==> config.mk <==
export PLATFORM = sky130hd
export DESIGN_NAME = fifo_sync_param
export DESIGN_NICKNAME = d
export VERILOG_FILES = /design/src/rtl/fifo_pkg.sv /design/src/rtl/fifo_ram_sdp.sv /design/src/rtl/fifo_sync_param.sv
export SDC_FILE = /design/constraint.sdc
export NUM_CORES = 1
export LEC_CHECK = 0
export CAP_MARGIN = 5
export CORE_AREA = 8 8 586 300
export CTS_CLUSTER_DIAMETER = 30
export CTS_CLUSTER_SIZE = 40
export DETAILED_ROUTE_END_ITERATION = 8
export DIE_AREA = 0 0 594 308
export GPL_TIMING_DRIVEN = 0
export SLEW_MARGIN = 25
export SYNTH_ARGS = -nofsm -noshare
export SYNTH_HDL_FRONTEND = slang
export SYNTH_SLANG_ARGS = --single-unit
==> constraint.sdc <==
create_clock -name clk -period 8.9 [get_ports clk]
set_clock_uncertainty 0.05 [all_clocks]
set_input_delay 1.335 -clock clk [delete_from_list [all_inputs] [get_ports clk]]
set_output_delay 1.335 -clock clk [all_outputs]
set_load 0.01 [all_outputs]
==> src/rtl/fifo_pkg.sv <==
// Shared constants and elaboration-time helpers for the synchronous FIFO family.
// Read-mode encodings and the threshold legality check used by fifo_sync_param.
package fifo_pkg;

  localparam int FIFO_MODE_STD  = 0;
  localparam int FIFO_MODE_FWFT = 1;

  // Legal ranges: almost_full in 1..depth, almost_empty in 0..depth-1.
  function automatic bit fifo_thresh_ok(input int depth, input int afull, input int aempty);
    return (afull >= 1) && (afull <= depth) && (aempty >= 0) && (aempty <= depth - 1);
  endfunction

  function automatic bit fifo_mode_ok(input int mode);
    return (mode == FIFO_MODE_STD) || (mode == FIFO_MODE_FWFT);
  endfunction

endpackage

==> src/rtl/fifo_ram_sdp.sv <==
// Simple dual-port storage: synchronous write, read port either registered or asynchronous.
// The registered read port clears on reset so the FIFO output starts at zero.
module fifo_ram_sdp
  import fifo_pkg::*;
#(
  parameter int DATA_WIDTH = 64,
  parameter int ADDR_WIDTH = 4,
  parameter int ASYNC_READ = 0,
  parameter     TYPE       = "distributed"
) (
  input  logic                  clk,
  input  logic                  reset,
  input  logic                  i_wr_en,
  input  logic [ADDR_WIDTH-1:0] i_wr_addr,
  input  logic [DATA_WIDTH-1:0] i_wr_data,
  input  logic                  i_rd_en,
  input  logic [ADDR_WIDTH-1:0] i_rd_addr,
  output logic [DATA_WIDTH-1:0] o_rd_data
);

  localparam int RAM_DEPTH = 1 << ADDR_WIDTH;

  (* ram_style = TYPE *) logic [DATA_WIDTH-1:0] r_mem [RAM_DEPTH];

  // Contents deliberately survive reset so the array maps onto plain RAM primitives.
  always_ff @(posedge clk) begin
    if (i_wr_en) begin
      r_mem[i_wr_addr] <= i_wr_data;
    end
  end

  generate
    if (ASYNC_READ != 0) begin : g_async_rd
      logic w_unused_rd;
      assign w_unused_rd = reset ^ i_rd_en;
      assign o_rd_data   = r_mem[i_rd_addr];
    end else begin : g_sync_rd
      logic [DATA_WIDTH-1:0] r_rd_data;
      always_ff @(posedge clk) begin
        if (reset) begin
          r_rd_data <= '0;
        end else if (i_rd_en) begin
          r_rd_data <= r_mem[i_rd_addr];
        end
      end
      assign o_rd_data = r_rd_data;
    end
  endgenerate

endmodule

==> src/rtl/fifo_sync_param.sv <==
// Single-clock parameterised FIFO with standard or first-word-fall-through read mode,
// visible fill level, almost-full/almost-empty thresholds and sticky overflow/underflow flags.
module fifo_sync_param
  import fifo_pkg::*;
#(
  parameter int DATA_WIDTH    = 64,
  parameter int ADDR_WIDTH    = 4,
  parameter int FWFT          = FIFO_MODE_STD,
  parameter int AFULL_THRESH  = (1 << ADDR_WIDTH) - 2,
  parameter int AEMPTY_THRESH = 2,
  parameter     TYPE          = "distributed"
) (
  input  logic                  clk,
  input  logic                  reset,
  input  logic                  s_write_req,
  input  logic [DATA_WIDTH-1:0] s_write_data,
  output logic                  s_write_ready,
  input  logic                  s_read_req,
  output logic                  s_read_ready,
  output logic [DATA_WIDTH-1:0] s_read_data,
  output logic [ADDR_WIDTH:0]   fill_count,
  output logic                  almost_full,
  output logic                  almost_empty,
  output logic                  overflow,
  output logic                  underflow,
  input  logic                  err_clear
);

  localparam int RAM_DEPTH = 1 << ADDR_WIDTH;
  localparam logic [ADDR_WIDTH:0] LP_DEPTH  = {1'b1, {ADDR_WIDTH{1'b0}}};
  localparam logic [ADDR_WIDTH:0] LP_AFULL  = AFULL_THRESH[ADDR_WIDTH:0];
  localparam logic [ADDR_WIDTH:0] LP_AEMPTY = AEMPTY_THRESH[ADDR_WIDTH:0];

  generate
    if (!fifo_thresh_ok(RAM_DEPTH, AFULL_THRESH, AEMPTY_THRESH)) begin : g_bad_thresh
      $error("fifo_sync_param: AFULL_THRESH/AEMPTY_THRESH out of range for depth");
    end
    if (!fifo_mode_ok(FWFT)) begin : g_bad_mode
      $error("fifo_sync_param: FWFT must be 0 or 1");
    end
  endgenerate

  logic [ADDR_WIDTH-1:0] r_wr_ptr;
  logic [ADDR_WIDTH-1:0] r_rd_ptr;
  logic [ADDR_WIDTH:0]   r_fill_count;
  logic                  r_overflow;
  logic                  r_underflow;

  logic                  w_full;
  logic                  w_empty;
  logic                  w_wr_acc;
  logic                  w_rd_acc;
  logic [DATA_WIDTH-1:0] w_ram_q;

  assign w_full   = (r_fill_count == LP_DEPTH);
  assign w_empty  = (r_fill_count == '0);
  // Masking with reset keeps the RAM from being written while the FIFO is held in reset.
  assign w_wr_acc = s_write_req & ~w_full & ~reset;
  assign w_rd_acc = s_read_req & ~w_empty & ~reset;

  always_ff @(posedge clk) begin
    if (reset) begin
      r_wr_ptr <= '0;
      r_rd_ptr <= '0;
    end else begin
      if (w_wr_acc) r_wr_ptr <= r_wr_ptr + 1'b1;
      if (w_rd_acc) r_rd_ptr <= r_rd_ptr + 1'b1;
    end
  end

  always_ff @(posedge clk) begin
    if (reset) begin
      r_fill_count <= '0;
    end else begin
      case ({w_wr_acc, w_rd_acc})
        2'b10:   r_fill_count <= r_fill_count + 1'b1;
        2'b01:   r_fill_count <= r_fill_count - 1'b1;
        default: r_fill_count <= r_fill_count;
      endcase
    end
  end

  // A new error in the same cycle as err_clear keeps the flag set.
  always_ff @(posedge clk) begin
    if (reset) begin
      r_overflow  <= 1'b0;
      r_underflow <= 1'b0;
    end else begin
      if (s_write_req && w_full)       r_overflow <= 1'b1;
      else if (err_clear)              r_overflow <= 1'b0;
      if (s_read_req && w_empty)       r_underflow <= 1'b1;
      else if (err_clear)              r_underflow <= 1'b0;
    end
  end

  fifo_ram_sdp #(
    .DATA_WIDTH (DATA_WIDTH),
    .ADDR_WIDTH (ADDR_WIDTH),
    .ASYNC_READ (FWFT),
    .TYPE       (TYPE)
  ) u_ram (
    .clk       (clk),
    .reset     (reset),
    .i_wr_en   (w_wr_acc),
    .i_wr_addr (r_wr_ptr),
    .i_wr_data (s_write_data),
    .i_rd_en   (w_rd_acc),
    .i_rd_addr (r_rd_ptr),
    .o_rd_data (w_ram_q)
  );

  generate
    if (FWFT == FIFO_MODE_FWFT) begin : g_fwft_out
      assign s_read_data = w_empty ? '0 : w_ram_q;
    end else begin : g_std_out
      assign s_read_data = w_ram_q;
    end
  endgenerate

  assign s_write_ready = ~w_full;
  assign s_read_ready  = ~w_empty;
  assign fill_count    = r_fill_count;
  assign almost_full   = (r_fill_count >= LP_AFULL);
  assign almost_empty  = (r_fill_count <= LP_AEMPTY);
  assign overflow      = r_overflow;
  assign underflow     = r_underflow;

endmodule

==> summary.md, run 1 <==
| Metric | Value |
|---|---|
| Status | `finished, final reports clean` |
| Crit path time final | `4.63 ns` |
| Syn_nets | `1962` |
| Via density | `4.44` |
| Largest net degree at the start of global routing | `19` |
| Async SR Flop Fraction | `0` |
| Drt initial violations | `2419` |
| RSZ-0062 raised after global routing | `no` |
| EDFF count, synth | `1024` |
| Post-CTS Resized | `0` |
| Dpl hpwl | `73.8 mm` |
| Hold depth | `2` |
| Clk_lat worst skew | `0.75 ns` |
| Vias in the first global route | `20.9k` |
| Met2 Use GR | `0.164` |
| Multi-input combinational cell area | `8810 sq um` |
| Starting Density | `0.248` |
| Synthesized area | `41600 sq um` |
| Sequential area share after synthesis | `0.777` |
| Worst Path Required | `9.28 ns` |
| Num CTS Buffers | `143` |
| Die width | `594 um` |
| Worst VDD drop | `183 uV` |
| Layout cell share with drive strength beyond 1 | `0.280` |
| I/O pin cnt | `144` |
| Final-report setup violation count | `0` |
| Slew Viols, Final | `0` |
| Hold Buf Count CTS | `0` |
| CTS max path bufs | `3` |
| DRC | `0` |
| Post-Route WL | `109 mm` |
| Worst-path cell chain | `clkdlybuf4s50_1 > clkbuf_1 > a211oi_1 > nand2_1 > nor3_2 > buf_4 > buf_4 > buf_6 > buf_4 > buf_4` |
| Post-synthesis cell count | `1883` |
| Tot Pwr | `12.5 mW` |
| CP endpoint kind | `register` |
| Most frequent CP cell | `buf_4` |
| R2R depth | `9` |
| Post-Layout Cell Count | `4626` |
| Grt total ovfl | `0` |
| Top FF cell, synth | `edfxtp_1` |
| LEAKAGE | `16.6 nW` |
| Startpoint Class | `input pin` |
| Post-route ant nets | `0` |
| Maxcap violations | `0` |
| Die area | `183000 sq um` |
| Power density cells | `238 nW/um^2` |
| Register area | `32300 sq um` |
| Core area | `168000 sq um` |
| CTS clk-pin slew, worst paths | `0.05 ns` |
| Grt met3 use | `0.0338` |
| WP depth | `10` |
| Nets@finish | `2345` |
| Unique masters post-synth | `38` |
| Setup TNS | `0 ns` |
| # rows | `107` |
| Crit-path max FO | `10` |
| Data arrival time of the worst path | `5.01 ns` |
| Initial antenna violation count | `14` |
| Gr usage total | `0.117` |
| HP Class | `reg -> reg` |
| Slew @ Worst Pin | `1.07 ns` |
| Inst Count DP | `4354` |
| Register bit count reported by yosys | `1103` |
| Filler cell count | `15.8k` |
| Most Crowded Layer GR | `met1` |
| Clk root buf | `clkbuf_16` |
| Total of warnings raised by yosys | `0` |
| Fmax | `216 MHz` |
| Die Ht | `308 um` |
| Worst Setup Path Type | `in -> reg` |
| # H-tree levels | `4` |
| First-pass GRT wire length | `156 mm` |
| Via Count | `20.5k` |
| Met1 usage | `0.176` |
| Synth-to-Final Area Change | `26.1%` |
| Gpl congestion | `0.688` |
| Max_slew headroom | `0.285` |
| Post-CTS Setup Bufs | `0` |
| WP buf/inv | `7` |
| Final worst-path cycle share | `0.521` |
| Mean Syn Cell Area | `22.1 sq um` |
| Worst path slowest cell | `a211oi_1` |
| Sink Count | `1103` |
| Top Family by Delay on Critical Path | `buffers and inverters` |
| Drt pass-1 iters | `5` |
| CTS tree | `done` |
| Routed wire per std cell | `23.6 um` |
| IO Port Bufs | `143` |
| Peak per-stage delay on the critical path | `0.72 ns` |
| Endpoints failing hold | `0` |
[sequential cells by signal (all words and copies together) (netlist names)]
signal,cells
u_ram.r_mem,1024
u_ram.o_rd_data,64
fill_count,5
r_rd_ptr,4
r_wr_ptr,4
overflow,1
underflow,1
[worst reg2reg max path: cells and delay by family, from the launching register on]
kind	cells	cell delay (ns)
AO/OA/AOI/OAI	1	0.68
buffers and inverters	5	1.09
AND/OR/NAND/NOR	3	1.25
flip-flops	1	0.48
[power breakdown]
| part | leakage [nW] | switching (mW) | internal (mW) | total, mW |
|---|---|---|---|---|
| clock | 2.41 | 2.34 | 3.58 | 5.91 |
| sequential | 9.87 | 0.0352 | 5.74 | 5.78 |
| combinational | 4.36 | 0.439 | 0.333 | 0.772 |
[logic make-up after synthesis]
family                     share of synthesized area
muxes                                          0.170
AOI/OAI and AO/OA                             0.0161
DFF                                            0.777
buffers and inverters                         0.0135
xor gates and xnor gates                     0.00168
and+or+nand+nor                               0.0183
adders and majority gates                    0.00319
[cell type report]
cell class | count | area share
Antenna cell | 6 | 0.000286
Buffer | 99 | 0.0101
Clock buffer | 167 | 0.0727
Clock inverter | 98 | 0.0221
Inverter | 10 | 0.000716
Multi-Input combinational cell | 671 | 0.168
Sequential cell | 1103 | 0.616
Tap cell | 2234 | 0.0533
Timing Repair Buffer | 238 | 0.0564
[cells in the mapped netlist (2+ instances only)]
library cell,number,share of area
mux4_2,256,0.14
ha_1,9,0.0027
xor2_1,5,0.0011
xnor2_1,3,0.00063
nand4_1,2,0.00030
nor2b_1,3,0.00045
buf_6,14,0.0038
nand2_1,11,0.00099
buf_1,12,0.0011
nand2b_1,2,0.00030
mux2i_1,129,0.031
a211o_1,64,0.013
clkbuf_1,38,0.0034
buf_2,34,0.0041
dfxtp_1,79,0.038
a21oi_1,8,0.00096
edfxtp_1,1024,0.74
inv_1,10,0.00090
nor2_1,157,0.014
nor3_1,5,0.00060
[metrics by stage]
step	hold WS [ns]	cell area, sq um	utilization	worst slack, ns
after CTS	0.407	52400	0.312	4.25
after global routing	0.429	52400	0.312	4.04
after floorplan	0.431	41600	-	1.73
after global placement	0.393	45800	0.273	-5.25
final	0.406	52500	0.312	4.27
after detailed placement	0.399	47400	0.282	3.47
[path summary, 6_finish.rpt]
check	from	slack, ns	endpoint
max	reset	4.27	u_ram.r_mem[3][48]
max reg2reg	fill_count[1]	5.04	u_ram.r_mem[3][48]
min	underflow	0.41	underflow
min reg2reg	underflow	0.41	underflow
[cell usage in the layout (no fill, tap or decap), types with 10 or more instances in the layout]
| master | count |
|---|---|
| a211o_1 | 64 |
| buf_12 | 26 |
| buf_16 | 23 |
| buf_2 | 35 |
| buf_4 | 39 |
| buf_6 | 22 |
| bufinv_16 | 15 |
| clkbuf_1 | 51 |
| clkbuf_16 | 147 |
| clkdlybuf4s50_1 | 143 |
| clkinv_1 | 11 |
| clkinv_2 | 17 |
| clkinv_8 | 12 |
| clkinvlp_4 | 11 |
| dfxtp_1 | 79 |
| edfxtp_1 | 1024 |
| inv_1 | 10 |
| inv_6 | 17 |
| mux2i_1 | 129 |
| mux4_2 | 256 |
| nand2_1 | 11 |
| nor2_1 | 145 |
| nor2_4 | 13 |
[layer usage]
layer  part of all wire  vias up
li1                   -     8643
met1               0.48    10900
met2               0.42      845
met3              0.086      136
met4              0.017        2
met5           0.000092        -
(Power assumes the default switching activity.)
==> run 2: changes to the inputs <==
==> constraint.sdc (replaced) <==
create_clock -name clk -period 4.1 [get_ports clk]
set_clock_uncertainty 0.05 [all_clocks]
set_input_delay 0.615 -clock clk [delete_from_list [all_inputs] [get_ports clk]]
set_output_delay 0.615 -clock clk [all_outputs]
set_load 0.01 [all_outputs]
==> run 2 against run 1 <==
  * Sequential cell count unchanged
  * Non-clock buffer count fell by 20
  * Wire length increased by 0.23%
  * Sequential share of layout area grew 0.47 points
  * Register-to-register slack worse by 4.6 ns
  * Via count decreased by 1.2%
  * Clock power grew 100%
  * Critical path depth down 1
  * Cell count is 0.97% lower
  * Clock-buffer cell count shrank 21
  * Total power is 110% higher
  * Sequential power is 120% higher
  * Critical path type unchanged
==> summary.md, run 2 (synthesized netlist as in run 1, its figures left out) <==
| Metric | Value |
|---|---|
| Status | `finished, final reports clean` |
| Setup TNS | `0 ns (unchanged)` |
| Gpl congestion | `0.677 (-1.6%)` |
| Most common cell after layout, fill and taps aside | `edfxtp_1` |
| Most frequent CP cell | `buf_16` |
| Slew @ Worst Pin | `1.10 ns (+0.0320 ns)` |
| Fin area | `52100 sq um (-0.75%)` |
| Clk root buf | `clkbuf_16` |
| Nets@finish | `2312 (-1.4%)` |
| Layout cell share with drive strength beyond 1 | `0.268 (-0.0116)` |
| CTS clk-pin slew, worst paths | `0.06 ns (about the same)` |
| Post-CTS Setup Bufs | `0 (unchanged)` |
| Crit-path max FO | `15 (+5)` |
| Tot Pwr | `26.3 mW (+110%)` |
| Dpl hpwl | `74.3 mm (+0.71%)` |
| Crit path time final | `3.78 ns` |
| Worst VDD drop | `440 uV (+140%)` |
| Most flops, register | `u_ram.r_mem` |
| Hold Buf Count CTS | `0 (unchanged)` |
| Post-Layout Cell Count | `4581 (-0.97%)` |
| First-pass GRT wire length | `155 mm (-0.43%)` |
| Drt pass-1 iters | `5 (unchanged)` |
| Vias in the first global route | `20.3k (-2.8%)` |
| Largest net degree at the start of global routing | `19 (unchanged)` |
| RSZ-0062 raised after global routing | `no` |
| Largest register FFs | `1024 (unchanged)` |
| Via Count | `20.3k (-1.2%)` |
| Worst Path Required | `4.47 ns (-4.81 ns)` |
| IO Port Bufs | `143 (unchanged)` |
| Die area | `183000 sq um (unchanged)` |
| Power density cells | `505 nW/um^2 (+110%)` |
| Endpoints failing hold | `0 (unchanged)` |
| Die width | `594 um (unchanged)` |
| Via density | `4.43 (-0.19%)` |
| Peak per-stage delay on the critical path | `0.82 ns (+0.10 ns)` |
| Data arrival time of the worst path | `4.15 ns (-0.86 ns)` |
| DRC | `0 (unchanged)` |
| Final-report setup violation count | `0 (unchanged)` |
| Gr usage total | `0.117 (about the same)` |
| Die Ht | `308 um (unchanged)` |
| Sink Count | `1103 (unchanged)` |
| WP buf/inv | `6 (-1)` |
| Initial antenna violation count | `11 (-3)` |
| Commonest non-fill, non-tap cells in the layout | `1024 x edfxtp_1, 256 x mux4_2, 145 x nor2_1` |
| # rows | `107 (unchanged)` |
| Fmax | `265 MHz` |
| Top Family by Delay on Critical Path | `buffers and inverters` |
| Inst Count DP | `4335 (-0.44%)` |
| # H-tree levels | `4 (unchanged)` |
| Routed wire per std cell | `23.9 um (+1.2%)` |
| Synth-to-Final Area Change | `25.2%` |
| Post-CTS Resized | `0 (unchanged)` |
| CP endpoint kind | `register` |
| CTS max path bufs | `3 (unchanged)` |
| Grt total ovfl | `0 (unchanged)` |
| Num CTS Buffers | `130 (-9.1%)` |
| Slew Viols, Final | `0 (unchanged)` |
| CTS tree | `done` |
| Post-Route WL | `109 mm (+0.23%)` |
| Core area | `168000 sq um (unchanged)` |
| Hold slack | `0.410 ns (+0.00357 ns)` |
| Clk_lat worst skew | `0.73 ns (-0.02 ns)` |
| Maxcap violations | `0 (unchanged)` |
| I/O pin cnt | `144 (unchanged)` |
| Worst path slowest cell | `a211oi_1` |
| HP Class | `reg -> reg` |
| Starting Density | `0.248 (unchanged)` |
| Startpoint Class | `input pin` |
| Max_slew headroom | `0.264 (-0.0214)` |
| Worst Setup Path Type | `in -> reg` |
| Final worst-path cycle share | `0.921` |
| Worst-path cell chain | `clkdlybuf4s50_1 > clkbuf_1 > a211oi_1 > nand2_1 > nor2_4 > buf_16 > buf_12 > buf_16 > buf_16` |
| Drt initial violations | `2377 (-1.7%)` |
| Filler cell count | `15.9k (+0.11%)` |
| LEAKAGE | `16.3 nW (-1.7%)` |
| Post-route ant nets | `0 (unchanged)` |
| Dpl cell area | `47500 sq um (about the same)` |
## run 2: stage by stage
step | setup WS [ns] | utilization
2_1_floorplan | -0.638 | -
3_3_place_gp | -5.79 | 0.273
3_5_place_dp | -0.510 | 0.283
4_1_cts | 0.272 | 0.310
5_1_grt | 0.126 | 0.310
6_report | 0.323 | 0.310
## run 2: path summary, 6_finish.rpt
path,cells past startpoint,to,slack (ns),startpoint
worst min-delay path,1,u_ram.o_rd_data[13],0.41,u_ram.o_rd_data[13]
worst max register to register,8,u_ram.r_mem[10][48],0.44,fill_count[0]
worst min register to register,1,u_ram.o_rd_data[13],0.41,u_ram.o_rd_data[13]
worst max-delay path,9,u_ram.r_mem[10][48],0.32,reset
## run 2: layout make-up
class	count	area (sq um)	area share
repair buffers	218	2950	0.0567
inverters	10	37.5	0.000721
plain buffers	99	526	0.0101
diodes	7	17.5	0.000336
multi-input cells	671	8840	0.170
clock inverters	93	1140	0.0218
flip-flops and latches	1103	32300	0.621
well taps	2234	2800	0.0537
clock buffers	146	3430	0.0659
## run 2: routing by layer
layer	up-vias	part of all wire	global-route usage	wire (um)
met5	-	0.00029	0	32
met4	6	0.014	0.0259	1560
met3	120	0.091	0.0373	9990
met2	759	0.42	0.165	45900
met1	10900	0.47	0.174	51800
li1	8557	-	-	-
## run 2: where the power goes
part	total [mW]	internal, mW	leakage (nW)	switching [mW]
registers	12.5	12.5	9.87	0.0769
logic	1.68	0.721	4.26	0.959
clock network	12.1	7.10	2.22	4.95
